### config.mk
export PLATFORM = sky130hd
export DESIGN_NAME = pnr_pulse_classifier_flat
export DESIGN_NICKNAME = d
export VERILOG_FILES = /design/src/rtl/pnr_pulse_classifier_if.sv /design/src/rtl/pnr_pulse_classifier.sv /design/src/flat_wrapper.sv
export SDC_FILE = /design/constraint.sdc
export NUM_CORES = 1
export LEC_CHECK = 0
export CAP_MARGIN = 20
export CORE_UTILIZATION = 50
export CTS_BUF_LIST = sky130_fd_sc_hd__clkbuf_4 sky130_fd_sc_hd__clkbuf_8
export CTS_CLUSTER_DIAMETER = 60
export DETAILED_ROUTE_END_ITERATION = 10
export PLACE_DENSITY = 0.73
export SYNTH_ARGS = -nofsm -noshare
export SYNTH_HDL_FRONTEND = slang
export SYNTH_SLANG_ARGS = --single-unit
### constraint.sdc
create_clock -name clk_i -period 9.8 [get_ports clk_i]
set_input_delay 1.47 -clock clk_i [delete_from_list [all_inputs] [get_ports clk_i]]
set_output_delay 1.47 -clock clk_i [all_outputs]
set_load 0.1 [all_outputs]
### src/rtl/pnr_pulse_classifier_if.sv
// Bus bundle for the photon-number pulse classifier: ADC stream, thresholds, result strobe.
// Histogram readout signals exist only when PNR_HISTOGRAM_EN is defined.
interface pnr_pulse_classifier_if;
   localparam int unsigned ADC_W = 14;
   localparam int unsigned NUM_W = 3;
   localparam int unsigned CNT_W = 32;

   logic [ADC_W-1:0] adc_dat_i;
   logic [ADC_W-1:0] adc_photon_threshold_1;
   logic [ADC_W-1:0] adc_photon_threshold_2;
   logic [ADC_W-1:0] adc_photon_threshold_3;
   logic [ADC_W-1:0] adc_photon_threshold_4;
   logic [ADC_W-1:0] adc_photon_threshold_5;
   logic [ADC_W-1:0] adc_photon_threshold_6;
   logic [ADC_W-1:0] adc_photon_threshold_7;
   logic [NUM_W-1:0] photon_num_o;
   logic             photon_valid_o;
   logic             overlong_o;
   logic             busy_o;
`ifdef PNR_HISTOGRAM_EN
   logic             hist_clr_i;
   logic [NUM_W-1:0] hist_sel_i;
   logic [CNT_W-1:0] hist_cnt_o;
`endif

   modport master (
`ifdef PNR_HISTOGRAM_EN
      output hist_clr_i, hist_sel_i,
      input  hist_cnt_o,
`endif
      output adc_dat_i,
      output adc_photon_threshold_1, adc_photon_threshold_2, adc_photon_threshold_3,
      output adc_photon_threshold_4, adc_photon_threshold_5, adc_photon_threshold_6,
      output adc_photon_threshold_7,
      input  photon_num_o, photon_valid_o, overlong_o, busy_o
   );

   modport slave (
`ifdef PNR_HISTOGRAM_EN
      input  hist_clr_i, hist_sel_i,
      output hist_cnt_o,
`endif
      input  adc_dat_i,
      input  adc_photon_threshold_1, adc_photon_threshold_2, adc_photon_threshold_3,
      input  adc_photon_threshold_4, adc_photon_threshold_5, adc_photon_threshold_6,
      input  adc_photon_threshold_7,
      output photon_num_o, photon_valid_o, overlong_o, busy_o
   );
endinterface

### src/rtl/pnr_pulse_classifier.sv
// Detects ADC pulses above threshold 1, tracks the peak and classifies it into photon number 1..7.
// Optional photon-number histogram is built when PNR_HISTOGRAM_EN is defined.
module pnr_pulse_classifier #(
   parameter int unsigned MAX_LEN = 64,
   parameter int unsigned HOLDOFF = 8
) (
   input logic                   clk_i,
   input logic                   rstn_i,
   pnr_pulse_classifier_if.slave bus
);
   localparam int unsigned ADC_W   = 14;
   localparam int unsigned NUM_W   = 3;
   localparam int unsigned LEN_W   = 12;
   localparam int unsigned HO_W    = $clog2(HOLDOFF + 2);
   localparam int unsigned HO_LAST = (HOLDOFF > 0) ? HOLDOFF - 1 : 0;
   localparam int unsigned NTHR    = 7;

   typedef enum logic [1:0] {IDLE, PULSE, HOLD} state_t;

   state_t                  state, state_nx;
   logic signed [ADC_W-1:0] adc_r;
   logic                    prev_above;
   logic signed [ADC_W-1:0] peak;
   logic        [LEN_W-1:0] len;
   logic        [HO_W-1:0]  ho_cnt;
   logic signed [ADC_W-1:0] shadow  [NTHR];
   logic signed [ADC_W-1:0] thr_bus [NTHR];
   logic        [NUM_W-1:0] num_q;
   logic                    valid_q;
   logic                    ovl_q;
   logic                    busy_q;

   logic                    above_bus_c;
   logic                    above_sh_c;
   logic signed [ADC_W-1:0] peak_nx_c;
   logic        [LEN_W-1:0] len_inc_c;
   logic        [NUM_W-1:0] cls_c;
   logic                    start_c;
   logic                    extend_c;
   logic                    decide_c;
   logic                    ovl_c;

   assign thr_bus[0] = bus.adc_photon_threshold_1;
   assign thr_bus[1] = bus.adc_photon_threshold_2;
   assign thr_bus[2] = bus.adc_photon_threshold_3;
   assign thr_bus[3] = bus.adc_photon_threshold_4;
   assign thr_bus[4] = bus.adc_photon_threshold_5;
   assign thr_bus[5] = bus.adc_photon_threshold_6;
   assign thr_bus[6] = bus.adc_photon_threshold_7;

   // Falling samples are below shadow_thr1 < peak, so max() leaves peak unchanged then.
   always_comb begin
      above_bus_c = adc_r > thr_bus[0];
      above_sh_c  = adc_r > shadow[0];
      peak_nx_c   = (adc_r > peak) ? adc_r : peak;
      len_inc_c   = len + LEN_W'(1);
      cls_c       = '0;
      for (int k = 0; k < NTHR; k++) begin
         if (peak_nx_c > shadow[k]) cls_c = cls_c + NUM_W'(1);
      end
   end

   // Next-state and control decode.
   always_comb begin
      state_nx = state;
      start_c  = 1'b0;
      extend_c = 1'b0;
      decide_c = 1'b0;
      ovl_c    = 1'b0;
      case (state)
         IDLE: begin
            if (above_bus_c && !prev_above) begin
               start_c  = 1'b1;
               state_nx = PULSE;
            end
         end
         PULSE: begin
            if (above_sh_c) begin
               extend_c = 1'b1;
               if (len_inc_c == LEN_W'(MAX_LEN)) begin
                  decide_c = 1'b1;
                  ovl_c    = 1'b1;
               end
            end else begin
               decide_c = 1'b1;
            end
            if (decide_c) state_nx = (HOLDOFF == 0) ? IDLE : HOLD;
         end
         HOLD: begin
            if (ho_cnt == HO_W'(HO_LAST)) state_nx = IDLE;
         end
         default: state_nx = IDLE;
      endcase
   end

   always_ff @(posedge clk_i) begin
      if (!rstn_i) begin
         state      <= IDLE;
         adc_r      <= '0;
         prev_above <= 1'b0;
         peak       <= '0;
         len        <= '0;
         ho_cnt     <= '0;
         num_q      <= '0;
         valid_q    <= 1'b0;
         ovl_q      <= 1'b0;
         busy_q     <= 1'b0;
         for (int k = 0; k < NTHR; k++) shadow[k] <= '0;
      end else begin
         state      <= state_nx;
         adc_r      <= $signed(bus.adc_dat_i);
         prev_above <= above_bus_c;
         valid_q    <= decide_c;
         busy_q     <= (state_nx != IDLE);
         if (start_c) begin
            for (int k = 0; k < NTHR; k++) shadow[k] <= thr_bus[k];
            peak <= adc_r;
            len  <= LEN_W'(1);
         end
         if (extend_c) begin
            peak <= peak_nx_c;
            len  <= len_inc_c;
         end
         if (decide_c) begin
            num_q  <= cls_c;
            ovl_q  <= ovl_c;
            ho_cnt <= '0;
         end else if (state == HOLD) begin
            ho_cnt <= ho_cnt + HO_W'(1);
         end
      end
   end

   assign bus.photon_num_o   = num_q;
   assign bus.photon_valid_o = valid_q;
   assign bus.overlong_o     = ovl_q;
   assign bus.busy_o         = busy_q;

`ifdef PNR_HISTOGRAM_EN
   localparam int unsigned CNT_W = 32;

   logic [CNT_W-1:0] bins [8];
   logic [CNT_W-1:0] hist_cnt_q;
   logic [NUM_W-1:0] bin_c;

   // Overlong pulses go to bin 0 regardless of their photon number.
   assign bin_c = ovl_q ? NUM_W'(0) : num_q;

   always_ff @(posedge clk_i) begin
      if (!rstn_i) begin
         hist_cnt_q <= '0;
         for (int b = 0; b < 8; b++) bins[b] <= '0;
      end else begin
         if (bus.hist_clr_i) begin
            for (int b = 0; b < 8; b++) bins[b] <= '0;
         end else if (valid_q && (bins[bin_c] != '1)) begin
            bins[bin_c] <= bins[bin_c] + CNT_W'(1);
         end
         hist_cnt_q <= bins[bus.hist_sel_i];
      end
   end

   assign bus.hist_cnt_o = hist_cnt_q;
`endif
endmodule

### src/flat_wrapper.sv
// flat-port wrapper written by rule: the top's interface ports become plain ports
module pnr_pulse_classifier_flat 
#(
   parameter int unsigned MAX_LEN = 64,
   parameter int unsigned HOLDOFF = 8
)
  (clk_i, rstn_i, bus_adc_dat_i, bus_adc_photon_threshold_1, bus_adc_photon_threshold_2, bus_adc_photon_threshold_3, bus_adc_photon_threshold_4, bus_adc_photon_threshold_5, bus_adc_photon_threshold_6, bus_adc_photon_threshold_7, bus_photon_num_o, bus_photon_valid_o, bus_overlong_o, bus_busy_o);
  pnr_pulse_classifier_if bus_i ();
  input logic clk_i;
  input logic rstn_i;
  input wire logic [$bits(bus_i.adc_dat_i)-1:0] bus_adc_dat_i;
  input wire logic [$bits(bus_i.adc_photon_threshold_1)-1:0] bus_adc_photon_threshold_1;
  input wire logic [$bits(bus_i.adc_photon_threshold_2)-1:0] bus_adc_photon_threshold_2;
  input wire logic [$bits(bus_i.adc_photon_threshold_3)-1:0] bus_adc_photon_threshold_3;
  input wire logic [$bits(bus_i.adc_photon_threshold_4)-1:0] bus_adc_photon_threshold_4;
  input wire logic [$bits(bus_i.adc_photon_threshold_5)-1:0] bus_adc_photon_threshold_5;
  input wire logic [$bits(bus_i.adc_photon_threshold_6)-1:0] bus_adc_photon_threshold_6;
  input wire logic [$bits(bus_i.adc_photon_threshold_7)-1:0] bus_adc_photon_threshold_7;
  output wire logic [$bits(bus_i.photon_num_o)-1:0] bus_photon_num_o;
  output wire logic [$bits(bus_i.photon_valid_o)-1:0] bus_photon_valid_o;
  output wire logic [$bits(bus_i.overlong_o)-1:0] bus_overlong_o;
  output wire logic [$bits(bus_i.busy_o)-1:0] bus_busy_o;
  assign bus_i.adc_dat_i = bus_adc_dat_i;
  assign bus_i.adc_photon_threshold_1 = bus_adc_photon_threshold_1;
  assign bus_i.adc_photon_threshold_2 = bus_adc_photon_threshold_2;
  assign bus_i.adc_photon_threshold_3 = bus_adc_photon_threshold_3;
  assign bus_i.adc_photon_threshold_4 = bus_adc_photon_threshold_4;
  assign bus_i.adc_photon_threshold_5 = bus_adc_photon_threshold_5;
  assign bus_i.adc_photon_threshold_6 = bus_adc_photon_threshold_6;
  assign bus_i.adc_photon_threshold_7 = bus_adc_photon_threshold_7;
  assign bus_photon_num_o = bus_i.photon_num_o;
  assign bus_photon_valid_o = bus_i.photon_valid_o;
  assign bus_overlong_o = bus_i.overlong_o;
  assign bus_busy_o = bus_i.busy_o;
  pnr_pulse_classifier #(.MAX_LEN(MAX_LEN), .HOLDOFF(HOLDOFF)) u_core (.clk_i(clk_i), .rstn_i(rstn_i), .bus(bus_i));
endmodule
==> impl_metrics.py <==
metrics = {
    "critical_path": {
        "path_delay_family": "compound AO/OA/AOI/OAI gates",
        "cp_common_cell": "ha_1",
        "critPathArrivalTime_ps": 8280,
        "cp_max_fo": 11,
        "critPathSlowestCell": "o21ai_0",
        "path_buf_inv": 3,
        "cp.required_ps": 10160,
        "endpoint_kind": "register",
        "worstSetupPathType": "reg -> reg",
        "slowest_delay_ps": 840,
        "start_kind": "register",
    },
    "clock_tree": {
        "cts_tree": "yes",
        "ctsHoldBuffers": 0,
        "cts_resized": 0,
        "clkTransAtPathRegs_ps": 90,
        "postCtsSetupRepairBufs": 0,
        "clkSinkCount": 151,
        "numCtsBuffers": 17,
        "cts-root-buf": "clkbuf_8",
        "clock_path_buffers": 2,
        "htreeDepth": 4,
        "clk_latency_ps": 470,
    },
    "placement": {
        "hpwl_um": 17600,
        "io_buffer_count": 119,
        "place_area_sq_um": 11500,
        "place.gp.congestion": 0.873,
    },
    "routing": {
        "num_vias": 7613,
        "via_per_inst": 5.31,
        "firstDrtPassIters": 7,
        "wire_per_inst_um": 16.4,
        "postRouteAntennaNets": 0,
        "wl_um": 23500,
        "drt_iter0_markers": 555,
        "drcViolationCount": 0,
    },
    "timing": {
        "finalClockSkew_ps": 13.8,
        "tightest_slew_ps": 1080,
        "fin_crit_sh": 0.808,
        "tns_ps": 0,
        "layout_min_cycle_time_ps": 7920,
        "achievable-frequency_ghz": 0.126,
        "whs_ps": 469,
        "hold_viol": 0,
        "maxSlewViolCount": 0,
        "rsz0062_at_grt": "no",
        "maxSlewHeadroom": 0.280,
        "finalSetupViolCount": 0,
    },
    "global_route": {
        "met2_usage": 0.395,
        "antenna_found_initial": 0,
        "grt_max_degree": 87,
        "grt_busiest_layer": "met2",
        "grt.total_usage": 0.244,
        "grt_remaining_overflow": 0,
        "grt_util_met1": 0.325,
        "grt.met3_usage": 0.0500,
        "grt_pass1_vias": 7487,
        "grt_pass1_wl_um": 37500,
    },
    "logic_synthesis": {
        "seq_area_frac_synth": 0.402,
        "syn_nets": 1287,
        "ys_ff_latch": 151,
        "synth_ff_type": "edfxtp_1",
        "synth_cells": 1026,
        "syn_area_per_cell_sq_um": 9.70,
        "synth.distinct_cells": 79,
        "yosys_warnings": 0,
        "yosys.area.top_type": "edfxtp_1",
        "async_flop_share": 0,
        "yosys.area.top_type_share": 0.296,
        "synth-edff-count": 98,
        "synth_area_leaders": "edfxtp_1 30%, ha_1 18%, dfxtp_1 11%, and2_1 7.3%, inv_1 5.1%",
        "synth_area_sq_um": 9950,
    },
    "layout": {
        "diodes": 0,
        "nFillCells": 1664,
        "final-seq-area_sq_um": 4000,
        "fin_area_sq_um": 11900,
        "nets": 1416,
        "area_growth_pct": 19.4,
        "final_layout_size_suffix_gt1_frac": 0.0702,
        "multiInputGateArea_sq_um": 5320,
    },
    "worst_hold_path": {
        "hold_path.class": "reg -> reg",
    },
    "die": {
        "num_rows": 51,
        "fp.dieW_um": 143,
        "num_io_pins": 120,
        "fp.dieH_um": 143,
        "initial_core_util": 0.511,
        "die-area_sq_um": 20500,
        "core_sq_um": 19500,
    },
    "outcome": {
        "status": "finished clean",
    },
    "power": {
        "power_leakage_uw": 0.00514,
        "ir_drop_mv": 0.116,
        "total_power_uw": 2450,
        "power_density_nw_per_um2": 206,
    },
    "job": {
        "cap_violations": 0,
    },
}
-- cell families after synthesis --
group | count (synthesis) | synth area share
buffers and inverters | 165 | 0.0649
adders and majority gates | 147 | 0.185
DFF | 151 | 0.402
AOI/OAI and AO/OA | 167 | 0.110
muxes | 22 | 0.0229
xor gates and xnor gates | 15 | 0.0161
and+or+nand+nor | 359 | 0.200
-- power breakdown --
| group | leakage (uW) | internal (uW) | switching (uW) |
|---|---|---|---|
| Clock | 0.000180 | 210 | 264 |
| Combinational | 0.00348 | 510 | 653 |
| Sequential | 0.00149 | 783 | 33.8 |
| Total | 0.00514 | 1500 | 950 |
-- tightest hold or removal path: stages, from the launching register on --
cell	delay, ps
dfxtp_1	320
nand2_1	50
mux2i_1	50
-- cell usage after synthesis, types with 10 or more instances --
library cell,n
a21o_1,12
nor3_1,10
and2_1,116
nand3_1,26
nand4_1,28
dfxtp_1,53
mux2i_1,19
edfxtp_1,98
ha_1,147
nor2b_1,12
nand2_1,81
clkbuf_1,21
o21a_1,11
nor2_1,36
a21oi_1,43
inv_1,135
o21ai_0,39
-- per-layer routing --
layer / up-vias / wire length, um
met2: 214 / 10800
met3: 36 / 1470
met1: 3520 / 10800
li1: 3843 / -
met4: 0 / 466
met5: - / 0
-- flip-flops by register name, indices dropped and copies added (netlist names) --
name,flops
u_core.bus.photon_num_o,3
u_core.bus.overlong_o,1
u_core.shadow,98
u_core.peak,14
u_core.ho_cnt,4
u_core.state,2
u_core.len,12
u_core.adc_r,14
u_core.prev_above,1
u_core.bus.photon_valid_o,1
u_core.bus.busy_o,1
-- final timing paths --
| check | startpoint | to | slack [ps] | cells after the start |
|---|---|---|---|---|
| max | u_core.peak[7]$_SDFFE_PN0P_ | u_core.bus.photon_num_o[2]$_SDFFE_PN0P_ | 1880 | 33 |
| max reg2reg | u_core.peak[7]$_SDFFE_PN0P_ | u_core.bus.photon_num_o[2]$_SDFFE_PN0P_ | 1880 | 33 |
| min | u_core.peak[8]$_SDFFE_PN0P_ | u_core.peak[8]$_SDFFE_PN0P_ | 470 | 2 |
| min reg2reg | u_core.peak[8]$_SDFFE_PN0P_ | u_core.peak[8]$_SDFFE_PN0P_ | 470 | 2 |
-- layout make-up --
cell class	instances	area share
Sequential cell	151	0.337
Clock buffer	18	0.0203
Timing Repair Buffer	139	0.113
Clock inverter	14	0.0117
Multi-Input combinational cell	710	0.447
Inverter	136	0.0429
Tap cell	265	0.0279
-- cells in the final DEF, fill, tap and decap left out, drive strengths merged, types with 5 or more instances in the layout --
| cell | count |
|---|---|
| clkdlybuf4s50 | 118 |
| a21o | 12 |
| and2 | 116 |
| inv | 142 |
| nand4 | 28 |
| nand2 | 83 |
| a31oi | 6 |
| clkinvlp | 5 |
| or3 | 7 |
| a21oi | 44 |
| xor2 | 6 |
| o21a | 11 |
| mux2i | 19 |
| dfxtp | 53 |
| a21boi | 5 |
| nor3 | 13 |
| edfxtp | 98 |
| ha | 147 |
| o21ai | 40 |
| buf | 21 |
| nor2b | 12 |
| nand3 | 27 |
| nand2b | 8 |
| nor2 | 37 |
| o31ai | 6 |
| xnor2 | 8 |
| a211oi | 9 |
| clkbuf | 18 |
-- metrics by stage --
stage	setup slack [ps]	cells	util
2_1_floorplan	2660	1026	-
3_3_place_gp	2210	1400	0.590
3_5_place_dp	2000	1400	0.590
4_1_cts	1970	1432	0.610
5_1_grt	1320	1433	0.611
6_report	1880	1433	0.611
Power figures use the tool's default switching activity.
